### config.mk
export PLATFORM = sky130hd
export DESIGN_NAME = fifo_ctrl
export DESIGN_NICKNAME = d
export VERILOG_FILES = /design/src/rtl/fifo_pkg.sv /design/src/rtl/fifo_ptr.sv /design/src/rtl/fifo_ctrl.sv
export SDC_FILE = /design/constraint.sdc
export NUM_CORES = 1
export LEC_CHECK = 0
export BUFFER_PORTS_ARGS = -buffer_cell sky130_fd_sc_hd__buf_2
export CORE_MARGIN = 2
export CORE_UTILIZATION = 45
export DETAILED_ROUTE_END_ITERATION = 12
export GPL_TIMING_DRIVEN = 1
export PLACE_DENSITY = 0.74
export SLEW_MARGIN = 20
export SYNTH_ARGS = -nofsm -noshare
export SYNTH_HDL_FRONTEND = slang
export SYNTH_SLANG_ARGS = --single-unit
### constraint.sdc
create_clock -name clk -period 4.08 [get_ports clk]
set_input_delay 1.224 -clock clk [delete_from_list [all_inputs] [get_ports clk]]
set_output_delay 1.224 -clock clk [all_outputs]
set_load 0.02 [all_outputs]
### src/rtl/fifo_pkg.sv
// Shared defaults, width helper and reset constants for the FIFO controller slice.
package fifo_pkg;

    localparam int unsigned DEF_MEM_WIDTH       = 16;
    localparam int unsigned DEF_ADDER_SIZE      = 10;
    localparam int unsigned DEF_MEM_DEPTH       = 1024;
    localparam int unsigned DEF_ALMOST_FULL_TH  = 1020;
    localparam int unsigned DEF_ALMOST_EMPTY_TH = 4;

    localparam logic RST_DOUT_VALID = 1'b0;
    localparam logic RST_OVERFLOW   = 1'b0;
    localparam logic RST_UNDERFLOW  = 1'b0;

    // One extra bit so the count can represent a completely full FIFO.
    function automatic int unsigned count_width(input int unsigned adder_size);
        return adder_size + 1;
    endfunction

endpackage

### src/rtl/fifo_ptr.sv
// Wrapping RAM address pointer with enable and synchronous reset.
module fifo_ptr #(
    parameter int unsigned WIDTH = 10
) (
    input  logic             clk,
    input  logic             rst,
    input  logic             en,
    output logic [WIDTH-1:0] ptr
);

    localparam logic [WIDTH-1:0] ONE = {{(WIDTH-1){1'b0}}, 1'b1};

    logic [WIDTH-1:0] ptr_q;

    // Wraps to zero through natural overflow of the WIDTH-bit register.
    always_ff @(posedge clk) begin
        if (rst) begin
            ptr_q <= '0;
        end else if (en) begin
            ptr_q <= ptr_q + ONE;
        end
    end

    assign ptr = ptr_q;

endmodule

### src/rtl/fifo_ctrl.sv
// Synchronous FIFO controller driving a dual-port RAM; tracks occupancy and status flags.
module fifo_ctrl
    import fifo_pkg::*;
#(
    parameter int unsigned MEM_WIDTH       = DEF_MEM_WIDTH,
    parameter int unsigned MEM_DEPTH       = DEF_MEM_DEPTH,
    parameter int unsigned ADDER_SIZE      = DEF_ADDER_SIZE,
    parameter int unsigned ALMOST_FULL_TH  = DEF_ALMOST_FULL_TH,
    parameter int unsigned ALMOST_EMPTY_TH = DEF_ALMOST_EMPTY_TH
) (
    input  logic                  clk,
    input  logic                  rst,
    input  logic                  push,
    input  logic [MEM_WIDTH-1:0]  fifo_din,
    input  logic                  pop,
    output logic [MEM_WIDTH-1:0]  ram_din,
    output logic [ADDER_SIZE-1:0] ram_addr_wr,
    output logic [ADDER_SIZE-1:0] ram_addr_rd,
    output logic                  ram_wr_en,
    output logic                  ram_rd_en,
    output logic                  ram_blk_select,
    output logic                  dout_valid,
    output logic [ADDER_SIZE:0]   count,
    output logic                  full,
    output logic                  empty,
    output logic                  almost_full,
    output logic                  almost_empty,
    output logic                  overflow,
    output logic                  underflow
);

    localparam int unsigned CW = count_width(ADDER_SIZE);

    localparam logic [CW-1:0] DEPTH_C = CW'(MEM_DEPTH);
    localparam logic [CW-1:0] AF_TH_C = CW'(ALMOST_FULL_TH);
    localparam logic [CW-1:0] AE_TH_C = CW'(ALMOST_EMPTY_TH);
    localparam logic [CW-1:0] ONE_C   = {{(CW-1){1'b0}}, 1'b1};

    logic [CW-1:0]         count_q, count_d;
    logic                  dout_valid_q, overflow_q, underflow_q;
    logic                  push_acc, pop_acc;
    logic [ADDER_SIZE-1:0] wr_ptr, rd_ptr;

    assign full         = (count_q == DEPTH_C);
    assign empty        = (count_q == '0);
    assign almost_full  = (count_q >= AF_TH_C);
    assign almost_empty = (count_q <= AE_TH_C);

    // Requests are ignored outright while reset is held.
    assign push_acc = push & ~full & ~rst;
    assign pop_acc  = pop & ~empty & ~rst;

    assign ram_din        = fifo_din;
    assign ram_addr_wr    = wr_ptr;
    assign ram_addr_rd    = rd_ptr;
    assign ram_wr_en      = push_acc;
    assign ram_rd_en      = pop_acc;
    assign ram_blk_select = push_acc | pop_acc;

    fifo_ptr #(
        .WIDTH (ADDER_SIZE)
    ) u_wr_ptr (
        .clk (clk),
        .rst (rst),
        .en  (push_acc),
        .ptr (wr_ptr)
    );

    fifo_ptr #(
        .WIDTH (ADDER_SIZE)
    ) u_rd_ptr (
        .clk (clk),
        .rst (rst),
        .en  (pop_acc),
        .ptr (rd_ptr)
    );

    always_comb begin
        count_d = count_q;
        unique case ({push_acc, pop_acc})
            2'b10:   count_d = count_q + ONE_C;
            2'b01:   count_d = count_q - ONE_C;
            default: count_d = count_q;
        endcase
    end

    always_ff @(posedge clk) begin
        if (rst) begin
            count_q      <= '0;
            dout_valid_q <= RST_DOUT_VALID;
            overflow_q   <= RST_OVERFLOW;
            underflow_q  <= RST_UNDERFLOW;
        end else begin
            count_q      <= count_d;
            // RAM captures read data on this same edge, so valid lines up with it.
            dout_valid_q <= pop_acc;
            overflow_q   <= push & full;
            underflow_q  <= pop & empty;
        end
    end

    assign count      = count_q;
    assign dout_valid = dout_valid_q;
    assign overflow   = overflow_q;
    assign underflow  = underflow_q;

endmodule

==> qor.yml, run 1 <==
drt:
  drtPass1Iterations: 4
  drt_iter0_drc: 83
  wl_per_cell_um: 12.5
  drt_wl_total_mm: 3.90
  antenna_left: 0
  vias: 1603
  drc: 0
  viasPerCell: 5.15
setup_path:
  endpoint_kind: "output pin"
  path_max_fanout: 10
  worstPathCellList: "buf_2, buf_4, nor2b_1, and2_1, buf_4, inv_1, ha_1, inv_1, buf_2"
  crit_required_ns: 2.86
  crit_type: "input pin to output pin"
  max_stage_delay_ns: 0.25
  crit_slowest_cell: "nor2b_1"
  critPathLaunchType: "input pin"
  cp.arrival_ns: 2.51
timing:
  slew_headroom: 0.716
  min_period_over_period: 0.916
  worst_pin_slew_ns: 0.423
  hold_viol_final: 0
  grt_setup_unrepaired: "false"
  maxSlewViolCount: 0
  skew_ns: 0.00498
  hold_ws_ns: 0.506
  fin_tns_setup_ns: 0
  finalSetupViolCount: 0
  max_clock_freq_mhz: 268
  final.min_clock_period_ns: 3.74
global_route:
  antenna_found_initial: 0
  grt_max_degree: 23
  grt-ovfl-total: 0
  grt_pass1_wl_mm: 6.51
  top_usage_layer: "met2"
  met1_usage: 0.197
  gr-usage-met2: 0.268
  grt_use_total: 0.164
  met3_usage: 0.0499
  grt_pass1_vias: 1470
final_layout:
  area_delta_synth_final_pct: 13.6
  drive_gt1_frac: 0.266
  instances_no_fill: 311
  fin_util: 0.528
  diodes: 0
  finish.net_count: 292
logic_synthesis:
  synthDistinctLibCells: 41
  async_flop_share: 0
  yosys_warnings: 0
  synth_cells: 222
  synth_top_cell_by_area: "dfxtp_1"
  ys.flop_type: "dfxtp_1"
  synth_edf_count: 0
  ys_seq_elements: 34
  syn_avg_cell_area_um2: 9.12
  synth_top_area_frac: 0.336
  yosysSeqAreaShare: 0.336
  synthTopCellsByArea: "dfxtp_1 34%, ha_1 8.0%, xor2_1 6.5%"
  syn_nets: 256
  synth_common_cells: "34 x dfxtp_1, 34 x nor2_1, 16 x buf_4, 15 x xor2_1, 13 x ha_1"
  netlist_area_um2: 2030
place:
  portBuffers: 44
  place_inst: 303
  place.gp.congestion: 0.822
  hpwlAfterDp_mm: 3.02
die:
  die_x_um: 71.1
  row_count: 24
  coreArea_um2: 4350
  dieHeight_um: 71.1
  fp.dieArea_um2: 5050
  start_util: 0.465
  io_pins: 77
cts:
  ctsHoldBuffers: 0
  htreeDepth: 2
  clockBufferDepth: 2
  clk_pin_slew_ns: 0.06
  clkLatencyLatePin_ns: 0.29
  cts_setup_buffers: 0
  cts_tree: "yes"
  ctsResizeCount: 0
  numCtsBuffers: 5
  root_buffer: "clkbuf_8"
  cts_num_sinks: 34
worst_hold_path:
  hold_path.class: "register to register"
power_and_ir_drop:
  power_mw: 1.40
  ir_worst_vdd_uv: 208
  power_density_nw_per_um2: 610
  leakage_nw: 1.13
job:
  maxCapViolCount: 0
status:
  status: "completed"
cell families after synthesis:
kind of cell             count (synthesis)  synth area share
adder cells (fa/ha/maj)                 14            0.0902
XOR/XNOR                                27             0.117
buffers and inverters                   28            0.0852
AO/OA/AOI/OAI                           29             0.103
multiplexers                             6            0.0303
flip-flops                              34             0.336
AND/OR/NAND/NOR                         84             0.239
layout by cell type, fill, tap and decap left out, types with 6 or more instances in the layout:
cell type  count
nor2_1        34
nand3_1        8
ha_1          13
clkbuf_8       6
nand4_1        6
dfxtp_1       34
a21oi_1        7
xnor2_1       12
xor2_1        15
nor2b_1        6
buf_4          6
inv_1          7
buf_2         44
worst max-delay path: cells and delay by family:
family                     cells  cell delay [ns]
buffers and inverters          6             0.67
and+or+nand+nor                2             0.44
adders and majority gates      1             0.17
metal layers:
metal  wire length [µm]  share of wire
met4                 73          0.019
met3                230          0.059
met2               1840           0.47
met1               1760           0.45
met5                  0              0
where the power goes:
part,total (mW),switching [mW],internal [mW]
Clock,0.251,0.115,0.136
Combinational,0.696,0.412,0.285
Sequential,0.457,0.0732,0.384
Total,1.40,0.599,0.805
state kept, by name, indices dropped and copies added (netlist names):
register / count
u_rd_ptr.ptr: 10
overflow: 1
dout_valid: 1
count: 11
underflow: 1
u_wr_ptr.ptr: 10
per-stage QoR:
| step | cell area, µm² | setup slack, ns |
|---|---|---|
| after floorplan | 2030 | 0.193 |
| after CTS | 2300 | 0.338 |
| after detailed placement | 2210 | 0.243 |
| after global placement | 2210 | 0.297 |
| after global routing | 2300 | 0.210 |
| final | 2300 | 0.345 |
final cells by class:
class / instances / area [µm²]
Clock inverter: 1 / 5.00
Timing Repair Buffer: 50 / 265
Fill cell: 425 / 2050
Tap cell: 52 / 65.1
Sequential cell: 34 / 681
Multi-Input combinational cell: 160 / 1170
Inverter: 7 / 26.3
Clock buffer: 7 / 86.3
final timing paths:
check / startpoint / end / slack, ns / cells after the start
setup reg to reg: count[6]$_SDFFE_PP0P_ / count[10]$_SDFFE_PP0P_ / 0.85 / 12
setup / recovery: rst / ram_blk_select / 0.34 / 9
hold / removal: u_wr_ptr.ptr[9]$_SDFFE_PP0P_ / u_wr_ptr.ptr[9]$_SDFFE_PP0P_ / 0.51 / 2
hold reg to reg: u_wr_ptr.ptr[9]$_SDFFE_PP0P_ / u_wr_ptr.ptr[9]$_SDFFE_PP0P_ / 0.51 / 2
Power figures use the tool's default switching activity.
==> run 2, diff against run 1 <==
--- a/config.mk
+++ b/config.mk
@@ -14,4 +14,5 @@
 export SLEW_MARGIN = 20
 export SYNTH_ARGS = -nofsm -noshare
 export SYNTH_HDL_FRONTEND = slang
+export SYNTH_HIERARCHICAL = 1
 export SYNTH_SLANG_ARGS = --single-unit
==> constraint.sdc (replaced) <==
create_clock -name clk -period 4.08 [get_ports clk]
set_input_delay 1.224 -clock clk [delete_from_list [all_inputs] [get_ports clk]]
set_output_delay 1.224 -clock clk [all_outputs]
set_load 0.1 [all_outputs]
==> qor.yml, run 2 <==
setup_path:
  rrSetupSlack_ns: 0.49  # -0.36 ns
  crit_required_ns: 4.26  # +1.40 ns
  endpoint_kind: "register"
  path_max_fanout: 7  # -3
  critPathLaunchType: "register"
  cp.arrival_ns: 3.77  # +1.26 ns
  crit_type: "register to register"
cts:
  clk_pin_slew_ns: 0.07  # about the same
  clockBufferDepth: 2  # unchanged
  cts_setup_buffers: 0  # unchanged
  root_buffer: "clkbuf_8"
  htreeDepth: 2  # unchanged
  ctsResizeCount: 0  # unchanged
  ctsHoldBuffers: 0  # unchanged
  numCtsBuffers: 5  # unchanged
  cts_tree: "yes"
  clkLatencyLatePin_ns: 0.29  # about the same
  cts_num_sinks: 34  # unchanged
final_layout:
  final_cell_mix: "41 x buf_2, 23 x dfxtp_1, 21 x nor2_1, 17 x a21oi_1"
  stdcell_area_um2: 2460  # +6.9%
  layout_commonest_cell: "buf_2"
  seq_area_um2: 694  # +2.0%
  drive_gt1_frac: 0.302  # +0.0354
  largest_reg_flops: 11  # unchanged
  finish.net_count: 309  # +5.8%
  diodes: 0  # unchanged
  fillers: 408  # -4.0%
  area_delta_synth_final_pct: 18.1
  multiInputGateArea_um2: 1230  # +4.7%
logic_synthesis:
  synth_cells: 243  # +9.5%
  async_flop_share: 0  # unchanged
  yosysSeqAreaShare: 0.327  # -0.00909
  yosys_warnings: 6  # +6
  synth_top_area_frac: 0.327  # -0.00909
  synth_common_cells: "34 x dfxtp_1, 21 x nor2_1, 18 x a21oi_1, 18 x buf_4"
  synth_top_cell_by_area: "dfxtp_1"
  synthTopCellsByArea: "dfxtp_1 33%, ha_1 7.8%, buf_4 6.5%"
  synth_most_common_cell: "dfxtp_1"
  ys_seq_elements: 34  # unchanged
  synth_edf_count: 0  # unchanged
  syn_nets: 277  # +8.2%
  netlist_area_um2: 2080  # +2.8%
  ys.flop_type: "dfxtp_1"
  syn_avg_cell_area_um2: 8.57  # -6.1%
  synthDistinctLibCells: 50  # +22%
drt:
  drt_iter0_drc: 62  # -25%
  route.met3.wl_um: 263  # +14%
  m1WireLength_mm: 2.23  # +27%
  wl_met2_mm: 2.09  # +14%
  viasPerCell: 5.63  # +9.2%
  drtPass1Iterations: 4  # unchanged
  dr.max_layer_used: "met4"
  wl_per_cell_um: 14.3  # +14%
  drt_wl_total_mm: 4.66  # +19%
  antenna_left: 0  # unchanged
  drc: 0  # unchanged
  vias: 1841  # +15%
place:
  portBuffers: 44  # unchanged
  placed_cell_area_um2: 2350  # +6.2%
  place.gp.congestion: 0.945  # +15%
  hpwlAfterDp_mm: 3.38  # +12%
timing:
  fin_tns_setup_ns: 0  # unchanged
  worst_pin_slew_ns: 0.491  # +0.0675 ns
  finalSetupViolCount: 0  # unchanged
  final.min_clock_period_ns: 3.59  # -0.144 ns
  grt_setup_unrepaired: "false"
  slew_headroom: 0.675  # -0.0412
  maxSlewViolCount: 0  # unchanged
  hold_viol_final: 0  # unchanged
  skew_ns: 0.00737  # +0.00239 ns
  max_clock_freq_mhz: 278  # +4.0%
  min_period_over_period: 0.880  # -0.0352
worst_hold_path:
  hold_path.class: "register to register"
power_and_ir_drop:
  ir_worst_vdd_uv: 443  # +110%
  power_mw: 1.92  # +37%
  power_density_nw_per_um2: 783  # +28%
  leakage_nw: 1.10  # -2.3%
  p_sw_mw: 1.08  # +79%
  p_seq_frac: 0.228  # -0.098
  sw_frac_of_total: 0.559  # +0.132
  combinationalPowerShare: 0.607  # +0.111
  power_frac_clock: 0.165  # -0.013
  intPower_uw: 848  # +5.4%
job:
  maxCapViolCount: 0  # unchanged
status:
  status: "completed"
die:
  row_count: 24  # unchanged
  die_x_um: 72.0  # +1.3%
  io_pins: 77  # unchanged
  dieHeight_um: 72.0  # +1.3%
  start_util: 0.472  # +0.00643
  fp.dieArea_um2: 5190  # +2.6%
  coreArea_um2: 4410  # +1.4%
global_route:
  antenna_found_initial: 0  # unchanged
  grt_pass1_vias: 1586  # +7.9%
  grt-ovfl-total: 0  # unchanged
  grt_max_degree: 34  # +48%
  grt_pass1_wl_mm: 7.57  # +16%
  grt_use_total: 0.184  # +0.0205
[run 2: changes by cell type in the layout (fill, tap and decap cells not counted), sizes merged, moves of 7 or more]
| cell | change |
|---|---|
| and3 | -8 |
| nor2 | -13 |
| a21oi | +12 |
| nand2 | +7 |
| xor2 | -11 |
[run 2: kinds of logic (layout without fill, tap and decap cells)]
group	after synthesis	count (layout)	share of synthesized area
xor+xnor	10	10	0.0421
mux	7	7	0.0355
simple gates	89	89	0.241
fa+ha+maj	14	14	0.0877
buf+inv	38	70	0.105
flops	34	34	0.327
compound gates	51	51	0.162
[run 2: critical path: stages (launching register included)]
cell      delay [ns]
dfxtp_2         0.35
nor4_1          0.42
nand2_1         0.17
nor3b_2         0.31
nor3b_1         0.12
ha_1            0.29
buf_4           0.19
ha_1            0.36
o211a_1         0.15
o31a_1          0.17
or4b_1          0.55
o221ai_2        0.08
mux2_1          0.34
[run 2: metal layers]
metal / global-route usage / up-vias
li1: - / 927
met1: 0.260 / 850
met2: 0.275 / 58
met3: 0.0375 / 6
met4: 0.0734 / 0
met5: 0 / -
[run 2: final timing paths]
check | startpoint | end | cells after the start
setup / recovery | count[7]$_SDFFE_PP0P_ | count[10]$_SDFFE_PP0P_ | 12
hold / removal | count[4]$_SDFFE_PP0P_ | count[4]$_SDFFE_PP0P_ | 2
setup reg to reg | count[7]$_SDFFE_PP0P_ | count[10]$_SDFFE_PP0P_ | 12
hold reg to reg | count[4]$_SDFFE_PP0P_ | count[4]$_SDFFE_PP0P_ | 2
[run 2: power groups by stage]
stage | clock, mW | sequential, mW | combinational, mW
final | 0.318 | 0.438 | 1.17
after global routing | 0.341 | 0.448 | 1.23
after CTS | 0.326 | 0.438 | 1.17
after detailed placement | 0 | 0.446 | 1.17
after global placement | 0 | 0.445 | 1.16
after floorplan | 0 | 0.745 | 0.753
[run 2: final cells by class]
cell class	instances	area share
clock buffers	6	0.0336
clock inverters	1	0.0122
inverters	14	0.0229
multi-input cells	171	0.499
flip-flops and latches	34	0.282
well taps	52	0.0265
repair buffers	49	0.123
[run 2: per-stage QoR]
step,util,hold WS (ns),setup WS (ns),std cells
after floorplan,-,0.706,-2.16,243
after global placement,0.531,0.477,0.329,320
after detailed placement,0.531,0.488,0.243,320
after CTS,0.557,0.499,0.514,327
after global routing,0.557,0.522,0.234,327
final,0.557,0.501,0.488,327
==> run 3, diff against run 2 <==
==> constraint.sdc (replaced) <==
create_clock -name clk -period 4.08 [get_ports clk]
set_input_delay 1.224 -clock clk [delete_from_list [all_inputs] [get_ports clk]]
set_output_delay 1.224 -clock clk [all_outputs]
set_load 0.02 [all_outputs]
==> qor.yml, run 3 (synthesized netlist as in run 2, its figures left out) <==
place:
  place_inst: 323  # +0.94%
  portBuffers: 44  # unchanged
  post-place-ws_ns: 0.154  # -0.0884 ns
  hpwlAfterDp_mm: 3.39  # +0.28%
  place.gp.congestion: 0.847  # -10%
cts:
  cts_num_sinks: 34  # unchanged
  root_buffer: "clkbuf_8"
  cts_setup_buffers: 0  # unchanged
  numCtsBuffers: 5  # unchanged
  htreeDepth: 2  # unchanged
  cts_tree: "yes"
  clk_pin_slew_ns: 0.07  # about the same
  ctsResizeCount: 0  # unchanged
  ctsHoldBuffers: 0  # unchanged
  clkLatencyLatePin_ns: 0.29  # about the same
  clockBufferDepth: 2  # unchanged
final_layout:
  diodes: 0  # unchanged
  layout_commonest_cell: "buf_2"
  area_delta_synth_final_pct: 16.0
  final_cell_mix: "44 x buf_2, 34 x dfxtp_1, 21 x nor2_1, 18 x a21oi_1"
  finish.net_count: 312  # +0.97%
  instances_no_fill: 331  # +1.2%
  drive_gt1_frac: 0.251  # -0.0509
  largest_reg_flops: 11  # unchanged
drt:
  drt_iter0_drc: 84  # +35%
  vias: 1898  # +3.1%
  antenna_left: 0  # unchanged
  wl_per_cell_um: 14.0  # -1.7%
  drt_wl_total_mm: 4.64  # -0.49%
  drc: 0  # unchanged
  drtPass1Iterations: 4  # unchanged
  viasPerCell: 5.73  # +1.9%
power_and_ir_drop:
  ir_worst_vdd_uv: 305  # -31%
  power_mw: 1.44  # -25%
  sw_frac_of_total: 0.387  # -0.173
  p_seq_frac: 0.298  # +0.070
  p_sw_uw: 558  # -48%
  combinationalPowerShare: 0.434  # -0.173
  leakage_nw: 1.12  # +1.4%
  power_frac_clock: 0.268  # +0.103
  power_density_nw_per_um2: 598  # -24%
  intPower_uw: 886  # +4.5%
global_route:
  antenna_found_initial: 0  # unchanged
  grt_use_total: 0.188  # +0.00434
  grt_max_degree: 33  # -2.9%
  grt_pass1_wl_mm: 7.79  # +2.9%
  grt_pass1_vias: 1764  # +11%
  grt-ovfl-total: 0  # unchanged
timing:
  finalSetupViolCount: 0  # unchanged
  worst_pin_slew_ns: 0.404  # -0.0864 ns
  slew_headroom: 0.728  # +0.0529
  fin_tns_setup_ns: 0  # unchanged
  setup_ws_ns: 0.450  # -0.0389 ns
  skew_ns: 0.00534  # -0.00203 ns
  min_period_over_period: 0.890  # +0.00954
  final.min_clock_period_ns: 3.63  # +0.0389 ns
  hold_viol_final: 0  # unchanged
  maxSlewViolCount: 0  # unchanged
  max_clock_freq_mhz: 275  # -1.1%
  grt_setup_unrepaired: "false"
setup_path:
  path_buf_inv: 3  # +2
  endpoint_kind: "register"
  crit_slowest_cell: "or4b_1"
  critPathLaunchType: "register"
  cpMostUsedCell: "buf_4"
  worstPathCellList: "nor4_1, nand2_1, nor3b_1, buf_4, nor3b_4, ha_1, buf_4, inv_1, fa_1, nor2b_4, o31a_1, or4b_1, o221ai_2, mux2_1"
  cp.arrival_ns: 3.80  # +0.03 ns
  path_max_fanout: 9  # +2
  crit_family: "simple AND/OR/NAND/NOR gates"
  crit_required_ns: 4.25  # about the same
  max_stage_delay_ns: 0.55  # about the same
  crit_type: "register to register"
die:
  start_util: 0.472  # unchanged
  dieHeight_um: 72.0  # unchanged
  io_pins: 77  # unchanged
  die_x_um: 72.0  # unchanged
  coreArea_um2: 4410  # unchanged
  row_count: 24  # unchanged
  fp.dieArea_um2: 5190  # unchanged
worst_hold_path:
  hold_path.class: "register to register"
job:
  maxCapViolCount: 0  # unchanged
status:
  status: "completed"
-- run 3: changes by cell type in the layout (fill, tap and decap cells not counted), moves of 3 or more --
cell | previous run | this run
buf_12 | 3 | 0
buf_2 | 41 | 44
dfxtp_2 | 11 | 0
buf_4 | 5 | 8
dfxtp_1 | 23 | 34
-- run 3: stage by stage --
| stage | cell area [µm²] | utilization | hold slack [ns] |
|---|---|---|---|
| after global placement | 2270 | 0.515 | 0.482 |
| after detailed placement | 2270 | 0.515 | 0.483 |
| final | 2420 | 0.547 | 0.498 |
| after global routing | 2420 | 0.547 | 0.538 |
| after floorplan | 2090 | - | 0.563 |
| after CTS | 2420 | 0.547 | 0.495 |
-- run 3: cell type report --
type                            count  area, µm²
Clock buffer                        6       82.6
Clock inverter                      2       60.1
Fill cell                         422       2000
Inverter                           14       52.6
Multi-Input combinational cell    171       1190
Sequential cell                    34        681
Tap cell                           52       65.1
Timing Repair Buffer               52        280
-- run 3: power by group through the flow --
stage	Clock, mW	Sequential, mW	Combinational (mW)
final	0.388	0.430	0.627
after global routing	0.417	0.437	0.693
after CTS	0.400	0.430	0.633
after detailed placement	0	0.437	0.631
after global placement	0	0.437	0.628
after floorplan	0	0.479	0.415
-- run 3: path summary, 6_finish.rpt --
kind | from | endpoint | slack (ns) | depth (start not counted)
worst max-delay path | count[7]$_SDFFE_PP0P_ | count[10]$_SDFFE_PP0P_ | 0.45 | 14
worst min-delay path | u_wr_ptr/ptr[7]$_SDFFE_PP0P_ | u_wr_ptr/ptr[7]$_SDFFE_PP0P_ | 0.50 | 2
worst max register to register | count[7]$_SDFFE_PP0P_ | count[10]$_SDFFE_PP0P_ | 0.45 | 14
worst min register to register | u_wr_ptr/ptr[7]$_SDFFE_PP0P_ | u_wr_ptr/ptr[7]$_SDFFE_PP0P_ | 0.50 | 2
-- run 3: layer usage --
layer,track usage,share of wire,wire [µm],up-vias
li1,-,-,-,937
met1,0.233,0.43,2000,894
met2,0.311,0.50,2330,63
met3,0.0667,0.061,281,4
met4,0.0524,0.0043,20,0
met5,0,0,0,-
-- run 3: worst min-delay path: stages (launching register included) --
cell	delay [ns]
dfxtp_1	0.33
o31ai_1	0.06
a21oi_1	0.06
